[src/rtl/dpram_pkg.sv]
`default_nettype none
// +----------------------------------------------------------------------+
// | Module   : dpram_pkg                                                 |
// | Purpose  : Shared constants for the dual-port RAM and its port logic |
// | Revision : 1.0                                                       |
// +----------------------------------------------------------------------+
package dpram_pkg;

    localparam int RDW_NO_CHANGE   = 0;
    localparam int RDW_READ_FIRST  = 1;
    localparam int RDW_WRITE_FIRST = 2;

    typedef logic [1:0] clr_state_t;

    localparam clr_state_t IDLE  = 2'd0;
    localparam clr_state_t CLEAR = 2'd1;
    localparam clr_state_t READY = 2'd2;

endpackage
`default_nettype wire

[src/rtl/dpram_port_out.sv]
`default_nettype none
// +----------------------------------------------------------------------+
// | Module   : dpram_port_out                                            |
// | Purpose  : Per-port read data / valid path with read-during-write    |
// |            selection and an optional output pipeline stage           |
// | Revision : 1.0                                                       |
// +----------------------------------------------------------------------+
module dpram_port_out
    import dpram_pkg::*;
#(
    parameter int DATA_W   = 8,
    parameter int RDW_MODE = 0,
    parameter int OUT_REG  = 0
) (
    input  logic              clk,
    input  logic              rst,
    input  logic              i_acc,
    input  logic              i_we,
    input  logic [DATA_W-1:0] i_wdata,
    input  logic [DATA_W-1:0] i_rdata,
    output logic [DATA_W-1:0] o_q,
    output logic              o_q_valid
);

    logic [DATA_W-1:0] r_q_q;
    logic [DATA_W-1:0] w_q_d;
    logic              r_valid_q;
    logic              w_valid_d;

    // i_rdata is the pre-write memory content, so it doubles as the READ_FIRST value
    always_comb begin
        w_q_d     = r_q_q;
        w_valid_d = 1'b0;
        if (i_acc) begin
            if (!i_we) begin
                w_q_d     = i_rdata;
                w_valid_d = 1'b1;
            end else if (RDW_MODE == RDW_READ_FIRST) begin
                w_q_d     = i_rdata;
                w_valid_d = 1'b1;
            end else if (RDW_MODE == RDW_WRITE_FIRST) begin
                w_q_d     = i_wdata;
                w_valid_d = 1'b1;
            end
        end
    end

    always_ff @(posedge clk) begin
        if (rst) begin
            r_q_q     <= '0;
            r_valid_q <= 1'b0;
        end else begin
            r_q_q     <= w_q_d;
            r_valid_q <= w_valid_d;
        end
    end

    generate
        if (OUT_REG != 0) begin : g_out_reg
            logic [DATA_W-1:0] r_q2_q;
            logic [DATA_W-1:0] w_q2_d;
            logic              r_valid2_q;
            logic              w_valid2_d;

            always_comb begin
                w_q2_d     = r_q_q;
                w_valid2_d = r_valid_q;
            end

            always_ff @(posedge clk) begin
                if (rst) begin
                    r_q2_q     <= '0;
                    r_valid2_q <= 1'b0;
                end else begin
                    r_q2_q     <= w_q2_d;
                    r_valid2_q <= w_valid2_d;
                end
            end

            assign o_q       = r_q2_q;
            assign o_q_valid = r_valid2_q;
        end else begin : g_no_out_reg
            assign o_q       = r_q_q;
            assign o_q_valid = r_valid_q;
        end
    endgenerate

endmodule
`default_nettype wire

[src/rtl/dual_port_ram_cfg.sv]
`default_nettype none
// +----------------------------------------------------------------------+
// | Module   : dual_port_ram_cfg                                         |
// | Purpose  : True dual-port synchronous RAM with collision handling,   |
// |            selectable read-during-write and post-reset clear sweep   |
// | Revision : 1.0                                                       |
// +----------------------------------------------------------------------+
module dual_port_ram_cfg
    import dpram_pkg::*;
#(
    parameter int DATA_W       = 8,
    parameter int ADDR_W       = 6,
    parameter int RDW_MODE     = 0,
    parameter int OUT_REG      = 0,
    parameter int CLEAR_ON_RST = 1
) (
    input  logic              clk,
    input  logic              rst,
    input  logic              en_a,
    input  logic              we_a,
    input  logic [ADDR_W-1:0] addr_a,
    input  logic [DATA_W-1:0] data_a,
    output logic [DATA_W-1:0] q_a,
    output logic              q_valid_a,
    input  logic              en_b,
    input  logic              we_b,
    input  logic [ADDR_W-1:0] addr_b,
    input  logic [DATA_W-1:0] data_b,
    output logic [DATA_W-1:0] q_b,
    output logic              q_valid_b,
    output logic              busy,
    output logic              col_err
);

    localparam int DEPTH = 1 << ADDR_W;

    logic [DATA_W-1:0] r_mem [DEPTH];

    clr_state_t        r_state_q;
    clr_state_t        w_state_d;
    logic [ADDR_W-1:0] r_cnt_q;
    logic [ADDR_W-1:0] w_cnt_d;
    logic              w_busy;
    logic              w_clr_we;

    logic              w_acc_a;
    logic              w_acc_b;
    logic              w_wr_a;
    logic              w_wr_b;
    logic              w_col;
    logic              r_col_err_q;
    logic              w_col_err_d;
    logic [DATA_W-1:0] w_rdata_a;
    logic [DATA_W-1:0] w_rdata_b;

    // Clear FSM: state register
    always_ff @(posedge clk) begin
        if (rst) begin
            r_state_q <= (CLEAR_ON_RST != 0) ? CLEAR : READY;
            r_cnt_q   <= '0;
        end else begin
            r_state_q <= w_state_d;
            r_cnt_q   <= w_cnt_d;
        end
    end

    // Clear FSM: next state
    always_comb begin
        w_state_d = r_state_q;
        w_cnt_d   = r_cnt_q;
        case (r_state_q)
            CLEAR: begin
                w_cnt_d = r_cnt_q + ADDR_W'(1);
                if (r_cnt_q == {ADDR_W{1'b1}}) begin
                    w_state_d = READY;
                end
            end
            default: begin
                w_state_d = r_state_q;
            end
        endcase
    end

    // Clear FSM: outputs
    always_comb begin
        w_busy   = (r_state_q == CLEAR) || (rst && (CLEAR_ON_RST != 0));
        w_clr_we = (r_state_q == CLEAR) && !rst;
    end

    assign busy = w_busy;

    always_comb begin
        w_acc_a = en_a && !w_busy && !rst;
        w_acc_b = en_b && !w_busy && !rst;
        w_col   = w_acc_a && we_a && w_acc_b && we_b && (addr_a == addr_b);
        w_wr_a  = w_acc_a && we_a;
        // Port A wins a same-address write; port B's data is dropped
        w_wr_b  = w_acc_b && we_b && !w_col;
        w_col_err_d = w_col;
    end

    always_ff @(posedge clk) begin
        if (w_clr_we) begin
            r_mem[r_cnt_q] <= '0;
        end else begin
            if (w_wr_a) begin
                r_mem[addr_a] <= data_a;
            end
            if (w_wr_b) begin
                r_mem[addr_b] <= data_b;
            end
        end
    end

    always_ff @(posedge clk) begin
        if (rst) begin
            r_col_err_q <= 1'b0;
        end else begin
            r_col_err_q <= w_col_err_d;
        end
    end

    assign col_err   = r_col_err_q;
    assign w_rdata_a = r_mem[addr_a];
    assign w_rdata_b = r_mem[addr_b];

    dpram_port_out #(
        .DATA_W   (DATA_W),
        .RDW_MODE (RDW_MODE),
        .OUT_REG  (OUT_REG)
    ) u_port_a (
        .clk       (clk),
        .rst       (rst),
        .i_acc     (w_acc_a),
        .i_we      (we_a),
        .i_wdata   (data_a),
        .i_rdata   (w_rdata_a),
        .o_q       (q_a),
        .o_q_valid (q_valid_a)
    );

    dpram_port_out #(
        .DATA_W   (DATA_W),
        .RDW_MODE (RDW_MODE),
        .OUT_REG  (OUT_REG)
    ) u_port_b (
        .clk       (clk),
        .rst       (rst),
        .i_acc     (w_acc_b),
        .i_we      (we_b),
        .i_wdata   (data_b),
        .i_rdata   (w_rdata_b),
        .o_q       (q_b),
        .o_q_valid (q_valid_b)
    );

endmodule
`default_nettype wire

[config.mk]
export PLATFORM = sky130hd
export DESIGN_NAME = dual_port_ram_cfg
export DESIGN_NICKNAME = d
export VERILOG_FILES = /design/src/rtl/dpram_pkg.sv /design/src/rtl/dpram_port_out.sv /design/src/rtl/dual_port_ram_cfg.sv
export SDC_FILE = /design/constraint.sdc
export NUM_CORES = 1
export LEC_CHECK = 0
export CORE_ASPECT_RATIO = 1.4
export CORE_MARGIN = 2
export CORE_UTILIZATION = 45
export DETAILED_ROUTE_END_ITERATION = 8
export PLACE_DENSITY = 0.57
export SYNTH_ARGS = -nofsm -noshare
export SYNTH_HDL_FRONTEND = slang
export SYNTH_SLANG_ARGS = --single-unit
export TNS_END_PERCENT = 5
[constraint.sdc]
create_clock -name clk -period 10.2 [get_ports clk]
set_input_delay 1.02 -clock clk [delete_from_list [all_inputs] [get_ports clk]]
set_output_delay 1.02 -clock clk [all_outputs]
set_load 0.1 [all_outputs]
# Yosys cells after proc, flatten, opt, wreduce, memory -nomap -nowiden

Memories as Yosys holds them, arrays and structs flattened. A register that Yosys moved wholly into a read port is not among the register bits.
Cells that the tools add are included.

Register bits: 11
Latch bits: 0
Memory bits (writable): 512
Bits in read-only memories: 0
Bits of input ports: 34
Output and inout bits: 20
Memories kept: 1

Add/subtract/negate cells: 1
Multiply operators: 0
Divide/modulo/power cells: 0
Magnitude comparators: 0
Eq/ne operators: 3
Shift-type cells: 0
Muxes and demuxes: 13
Bitwise gates (word level): 4
Reduce and logical (&&, ||, !) cells: 21

Memory list:

| memory | depth | width | rd ports | clocked after memory_dff | wr ports | line                    | source |
|---|---|---|---|---|---|---|---|
| r_mem  | 64    | 8     | 2        | 2                        | 2        | dual_port_ram_cfg.sv:37 | `logic [DATA_W-1:0] r_mem [DEPTH];` |

Operator list:

| cell                                                | count |
|---|---|
| logical AND 1 bit                                   | 11 |
| 2-to-1 mux 1 bit                                    | 11 |
| 2-to-1 mux 8 bit                                    | 1 |
| OR reduction 8 bit                                  | 1 |
| adder 6 x 1 -> 6 bit, second input constant         | 1 |
| equality test 6 bit                                 | 1 |
| equality test 6 bit, second input constant          | 1 |
| 2-to-1 mux 6 bit                                    | 1 |
| AND reduction 2 bit                                 | 3 |
| inverter 1 bit                                      | 4 |
| OR reduction 2 bit                                  | 2 |
| zero test 1 bit                                     | 3 |
| equality test 2 x 1 -> 1 bit, second input constant | 1 |
| logical OR 1 bit                                    | 1 |

# Logic depth before layout (Yosys ltp)

Gate-level depths: netlist (run 1).

Depth after elaboration: 14
Depth in mapped cells: 10
Gate-level depth less buffers: 6

# By module

Synthesis (run 1) repeated with hierarchy kept, for this count alone.

Cell total of the unflattened synthesis: 2404
Area, all modules: 33432.1 µm²

By module, submodules not included:

| module            | instances | cells an instance | area an instance (µm²) | sequential area each (µm²) |
|---|---|---|---|---|
| dual_port_ram_cfg | 1         | 2332              | 32666.3                | 15554.9 |
| dpram_port_out    | 2         | 36                | 382.9                  | 180.2 |

# Worst setup path before layout (run 1)

OpenSTA, ideal clock, no wires.

Path type: input -> register
Start point: input port addr_a[0]
End point: memory r_mem[27][0], enable pin
Setup time: 0.384 ns
Arrival: 3.493 ns
Path slack: 6.323 ns
Cell stages on the path: 6
Buffers on the path: 3
Path through: clkbuf_1 -> buf_1 -> clkbuf_1 -> a31oi_1 -> or3_1 -> o21ai_0

RTL lines:

| what               | line                    | source |
|---|---|---|
| start: declaration | dual_port_ram_cfg.sv:21 | `input logic [ADDR_W-1:0] addr_a,` |
| end: declaration   | dual_port_ram_cfg.sv:37 |  |

==> flow_summary.toml, run 1 <==
[floorplanning]
row_count = 115
die_x_um = 230
ioPinCount = 54
dieArea_mm2 = 0.0734
die_h_um = 320
core-area_mm2 = 0.0704
start_util_pct = 45.5

[worst_setup_path]
crit_path_start = "rst"
critPathCaptureType = "register"
worstPathRequired_ns = 10.44
crit_path_start_kind = "input port"
path_max_fanout = 23
arrival_ns = 5.50
reg2reg_from = "r_state_q[0]$_SDFFE_PP1P_"
reg2reg_depth = 7
cp-endpoint = "r_mem[44][5]$_DFFE_PP_"
path_class = "in -> reg"
r2r-end = "r_mem[44][5]$_DFFE_PP_"
r2r_slack_ns = 5.87

[clock_tree]
cts_setup_buffers = 0
cts_hold_buf = 0
clk_path_buf_depth = 3
clk_pin_slew_ns = 0.06
h-tree-depth = 2
cts-root-buf = "clkbuf_16"
cts_made_buffers = 55
clk_latency_ns = 0.65
cts_tree = "yes"
cts.sink_count = 539
post_cts_resized = 0

[layout]
drive_gt1_share_pct = 44.9
final_nets = 2214
stdcell_count = 3162
area_growth_syn_to_layout_pct = 10.4
fin_util_pct = 50.3

[route]
wl_per_cell_um = 42.6
vias_per_cell = 7.36
drc = 0
drtAntennaViolNets = 0
drt_first_iter_violations = 3572
wl_um = 135000
vias = 23268
drt_first_pass_iters = 8

[yosys]
syn_inst = 2245
ys_seq_area_share_pct = 49.7
netlist.top_cell.by_area = "edfxtp_1"
synth_seq_cells = 539
syn_area_per_cell_um2 = 14.3
synthesis.nets = 2280
async_flop_share_pct = 0
synth_top_cell_area_share_pct = 48.0
synth_cell_type_count = 65
synth.area.top_cells = "edfxtp_1, mux2_2, mux4_2"
ys.flop_type = "edfxtp_1"
synthesis.area_mm2 = 0.0320
synth_edf_count = 512
ys_warn_count = 0

[outcome]
outcome = "finished clean"

[power_and_ir_drop]
peakVddDrop_v = 0.000124
p_leak_uw = 0.0134
powerDensity_mw_per_mm2 = 143

[place]
dp_cells = 3058
io_buffer_count = 53
gp_congestion = 1.04
hpwl_um = 87600

[global_route]
grt.total_usage_pct = 36.3
antenna_found_initial = 6
grt_pass1_vias = 22393
grt_pass1_wl_um = 185000
grt_max_degree = 65
overflow = 0

[sta]
rsz0062_at_grt = "no"
relSlewSlack_pct = 4.19
fin_tns_setup_ns = 0
setup_viol = 0
finalCritPeriodShare_pct = 51.5
final_hold_viol_count = 0
slew_viol_final = 0
fmax_ghz = 0.190
finClkSkew_ns = 0.0279
worstMarginPinSlew_ns = 1.42
min_period_ns = 5.26

[worst_hold_path]
hold_path_class = "reg -> reg"

[job]
max_cap_viol_count = 0
## placed cells by master, fill, tap and decap left out, types with 6 or more instances in the layout
| master | instances |
|---|---|
| a21oi_1 | 26 |
| a221o_1 | 6 |
| a221oi_1 | 63 |
| a22o_1 | 9 |
| a22oi_1 | 50 |
| a31oi_1 | 10 |
| a32oi_1 | 11 |
| and2_4 | 7 |
| buf_4 | 76 |
| bufinv_16 | 11 |
| clkbuf_16 | 57 |
| clkdlybuf4s50_1 | 39 |
| clkinv_1 | 8 |
| clkinv_2 | 9 |
| clkinvlp_4 | 7 |
| dfxtp_1 | 27 |
| edfxtp_1 | 512 |
| mux2_2 | 552 |
| mux2i_1 | 89 |
| mux4_2 | 179 |
| nand2_1 | 65 |
| nand2_2 | 56 |
| nand2b_1 | 9 |
| nand3_1 | 15 |
| nand3b_1 | 9 |
| nor2_1 | 39 |
| nor2b_1 | 8 |
| nor3_4 | 6 |
| o21ai_0 | 89 |
| o22ai_1 | 41 |
| or2_2 | 6 |
| or3_1 | 7 |
| xnor2_1 | 8 |
## sequential cells by signal, indices dropped and copies added, names as in the netlist
| name | cells |
|---|---|
| u_port_a.o_q_valid | 1 |
| col_err | 1 |
| u_port_b.o_q | 8 |
| u_port_b.o_q_valid | 1 |
| r_cnt_q | 6 |
| u_port_a.o_q | 8 |
| r_state_q | 2 |
| r_mem | 512 |
## worst min path at each step
stage,from,slack (ns),endpoint,cells past startpoint
after floorplan,r_state_q[1]$_SDFFE_PP0P_,0.43,r_state_q[1]$_SDFFE_PP0P_,2
after global placement,r_state_q[1]$_SDFFE_PP0P_,0.45,r_state_q[1]$_SDFFE_PP0P_,2
after detailed placement,r_state_q[1]$_SDFFE_PP0P_,0.45,r_state_q[1]$_SDFFE_PP0P_,2
after CTS,r_state_q[1]$_SDFFE_PP0P_,0.46,r_state_q[1]$_SDFFE_PP0P_,2
after global routing,r_state_q[1]$_SDFFE_PP0P_,0.48,r_state_q[1]$_SDFFE_PP0P_,2
final,r_state_q[1]$_SDFFE_PP0P_,0.46,r_state_q[1]$_SDFFE_PP0P_,2
## power breakdown
group,switching [uW],internal (uW),total [uW]
Combinational,278,119,396
Clock,951,1320,2270
Sequential,7.63,2390,2400
Total,1240,3830,5070
## cells in the mapped netlist (5+ instances only)
| library cell | count |
|---|---|
| clkbuf_1 | 170 |
| nand3b_1 | 9 |
| buf_1 | 54 |
| nand2_2 | 56 |
| or2_2 | 6 |
| a311oi_1 | 5 |
| o21ai_0 | 93 |
| dfxtp_1 | 27 |
| nand3_1 | 15 |
| and2_1 | 13 |
| a22o_1 | 9 |
| mux4_2 | 179 |
| buf_2 | 21 |
| o21a_1 | 5 |
| nor3b_1 | 7 |
| nand2_1 | 65 |
| o22ai_1 | 41 |
| inv_1 | 6 |
| a31oi_1 | 10 |
| nor2b_1 | 10 |
| nor3_1 | 6 |
| a22oi_1 | 50 |
| a221o_1 | 6 |
| or3_1 | 7 |
| xnor2_1 | 8 |
| a21oi_1 | 26 |
| edfxtp_1 | 512 |
| mux2i_1 | 89 |
| mux2_2 | 552 |
| a221oi_1 | 63 |
| a32oi_1 | 11 |
| nand2b_1 | 9 |
| nor3_2 | 5 |
| nor2_1 | 43 |
## metal layers
layer / vias up / routed length [um] / share of wire [%] / global-route usage, %
li1: 8929 / - / - / -
met5: - / 43 / 0.032 / 0
met4: 6 / 10200 / 7.6 / 22.0
met1: 12054 / 48400 / 36 / 46.5
met2: 1841 / 61100 / 45 / 56.0
met3: 438 / 14900 / 11 / 8.44
## cell families after synthesis
logic type	Yosys count	share of synthesized area, %
muxes	820	34.8
and+or+nand+nor	273	4.64
DFF	539	49.7
xor gates and xnor gates	10	0.273
AOI/OAI and AO/OA	348	7.55
adders and majority gates	1	0.0390
buffers and inverters	254	3.06
## worst max-delay path, cell delays in order
cell and delay [ns]:
clkdlybuf4s50_1 0.92, nor3_2 0.93, buf_4 0.31, mux2i_1 0.53, nand2_1 0.17, or2_2 0.54, o21ai_0 1.04
## cell type report
type	count	area, um^2
Clock inverter	38	494
Timing Repair Buffer	123	1020
Fill cell	5968	35000
Inverter	8	30.0
Tap cell	936	1170
Sequential cell	539	15900
Clock buffer	64	1480
Multi-Input combinational cell	1452	15300
Antenna cell	2	5.00
## through the flow
stage	hold WS (ns)	worst slack [ns]	instance area [um^2]	power, uW
after floorplan	0.434	6.32	32000	2660
after global placement	0.447	4.58	33400	2830
after detailed placement	0.452	4.37	33400	2830
after CTS	0.462	5.02	35400	5060
after global routing	0.479	4.80	35400	5150
final	0.461	4.94	35400	5070
Power figures use the tool's default switching activity.
==> run 2: changes to the inputs <==
PLACE_DENSITY = 0.59   (was 0.57)
clock period = 4.8 ns   (was 10.2 ns; I/O delays follow)
==> flow_summary.toml, run 2 (synthesis gave the netlist of run 1 again) <==
[layout]
layout_common_cells = "mux2_2, edfxtp_1, mux4_2"
final_common_cell = "mux2_2"
largest_reg_flops = 512
stdcell_count = 3226
area_growth_syn_to_layout_pct = 12.0
final_nets = 2275
drive_gt1_share_pct = 46.3
top_register = "r_mem"

[worst_setup_path]
crit_path_start = "r_state_q[0]$_SDFFE_PP1P_"
cp_num_buf_inv = 0
critPathTopFamily = "simple AND/OR/NAND/NOR gates"
r2r-end = "r_mem[17][1]$_DFFE_PP_"
reg2reg_depth = 6
path_max_fanout = 10
critical-path-slowest-cell = "nor3_4"
critPathCaptureType = "register"
path_class = "reg -> reg"
arrival_ns = 4.20
worstPathRequired_ns = 5.04
cp-endpoint = "r_mem[17][1]$_DFFE_PP_"
slowest_delay_ns = 1.05
r2r_slack_ns = 0.84
crit_path_start_kind = "register"
crit_cells = 6
reg2reg_from = "r_state_q[0]$_SDFFE_PP1P_"
path_cells = "nor2b_1 > or3_1 > o41ai_4 > nor3_4 > nand2_2 > o21ai_0"

[route]
drc = 0
vias = 23496
drtAntennaViolNets = 0
wl_um = 132000
vias_per_cell = 7.28
wl_per_cell_um = 40.8
drt_first_pass_iters = 5
drt_first_iter_violations = 3656

[place]
io_buffer_count = 53
dp_cells = 3118
gp_congestion = 1.01
hpwl_um = 90800

[global_route]
grt_pass1_vias = 22878
grt_pass1_wl_um = 183000
grt.total_usage_pct = 35.6
grt_max_degree = 98
overflow = 0
antenna_found_initial = 7

[floorplanning]
ioPinCount = 54
row_count = 115
die_h_um = 320
core-area_mm2 = 0.0704
dieArea_mm2 = 0.0734
start_util_pct = 45.5
die_x_um = 230

[sta]
slew_viol_final = 0
fin_tns_setup_ns = 0
finalCritPeriodShare_pct = 82.5
final_hold_viol_count = 0
rsz0062_at_grt = "no"
setup_viol = 0
worstMarginPinSlew_ns = 1.28
finClkSkew_ns = 0.0243
relSlewSlack_pct = 14.3
fmax_ghz = 0.253
min_period_ns = 3.96

[clock_tree]
clk_pin_slew_ns = 0.07
cts_hold_buf = 0
cts.sink_count = 539
clk_path_buf_depth = 3
post_cts_resized = 0
cts_made_buffers = 56
cts-root-buf = "clkbuf_16"
clk_latency_ns = 0.64
cts_tree = "yes"
cts_setup_buffers = 0
h-tree-depth = 2

[power_and_ir_drop]
p_leak_uw = 0.0137
peakVddDrop_v = 0.000261
powerDensity_mw_per_mm2 = 298

[outcome]
outcome = "finished clean"

[job]
max_cap_viol_count = 0

[worst_hold_path]
hold_path_class = "reg -> reg"
run 2: cell types whose count changed in the layout (fill, tap and decap cells not counted), moves of 4 or more:
cell,before,now
and2_4,7,0
and2_2,1,8
buf_12,0,10
clkbuf_1,4,9
buf_4,76,124
clkinv_1,8,4
run 2: stage by stage:
stage               power, uW  utilization [%]  cell area [um^2]  hold slack (ns)  setup slack, ns
floorplan                5650                -             32000            0.434             1.46
global placement         6030             48.2             33900            0.448            0.631
detailed placement       6030             48.2             33900            0.455            0.547
CTS                     10700             51.0             35900            0.465             1.04
global route            10900             51.0             35900            0.492            0.829
finish                  10700             51.0             35900            0.464            0.842
run 2: worst min-delay path, stage by stage (launching register included):
cell and delay [ns]:
dfxtp_1 0.32, inv_1 0.05, a21oi_1 0.05
run 2: layer usage:
layer | GRT usage [%] | routed length, um
met4 | 23.6 | 10700
met2 | 55.8 | 60200
met1 | 44.9 | 47000
met5 | 0 | 29
met3 | 6.95 | 13800
run 2: cell type report:
type	instances	area, um^2
inverters	8	30.0
diodes	5	12.5
fillers	5877	34500
clock inverters	33	433
clock buffers	70	1520
repair buffers	183	1590
flip-flops and latches	539	15900
well taps	936	1170
multi-input cells	1452	15200
run 2: how the worst min path moves through the flow:
stage | from | to | slack, ns | cells past startpoint
after global placement | r_state_q[1]$_SDFFE_PP0P_ | r_state_q[1]$_SDFFE_PP0P_ | 0.45 | 2
after floorplan | r_state_q[1]$_SDFFE_PP0P_ | r_state_q[1]$_SDFFE_PP0P_ | 0.43 | 2
after CTS | r_state_q[1]$_SDFFE_PP0P_ | r_state_q[1]$_SDFFE_PP0P_ | 0.46 | 2
final | r_state_q[1]$_SDFFE_PP0P_ | r_state_q[1]$_SDFFE_PP0P_ | 0.46 | 2
after global routing | r_state_q[1]$_SDFFE_PP0P_ | r_state_q[1]$_SDFFE_PP0P_ | 0.49 | 2
after detailed placement | r_state_q[1]$_SDFFE_PP0P_ | r_state_q[1]$_SDFFE_PP0P_ | 0.46 | 2
run 2: power breakdown:
part	total, uW	switching (uW)	internal, uW
Combinational	860	595	265
Sequential	5100	13.9	5080
Clock	4750	1980	2770
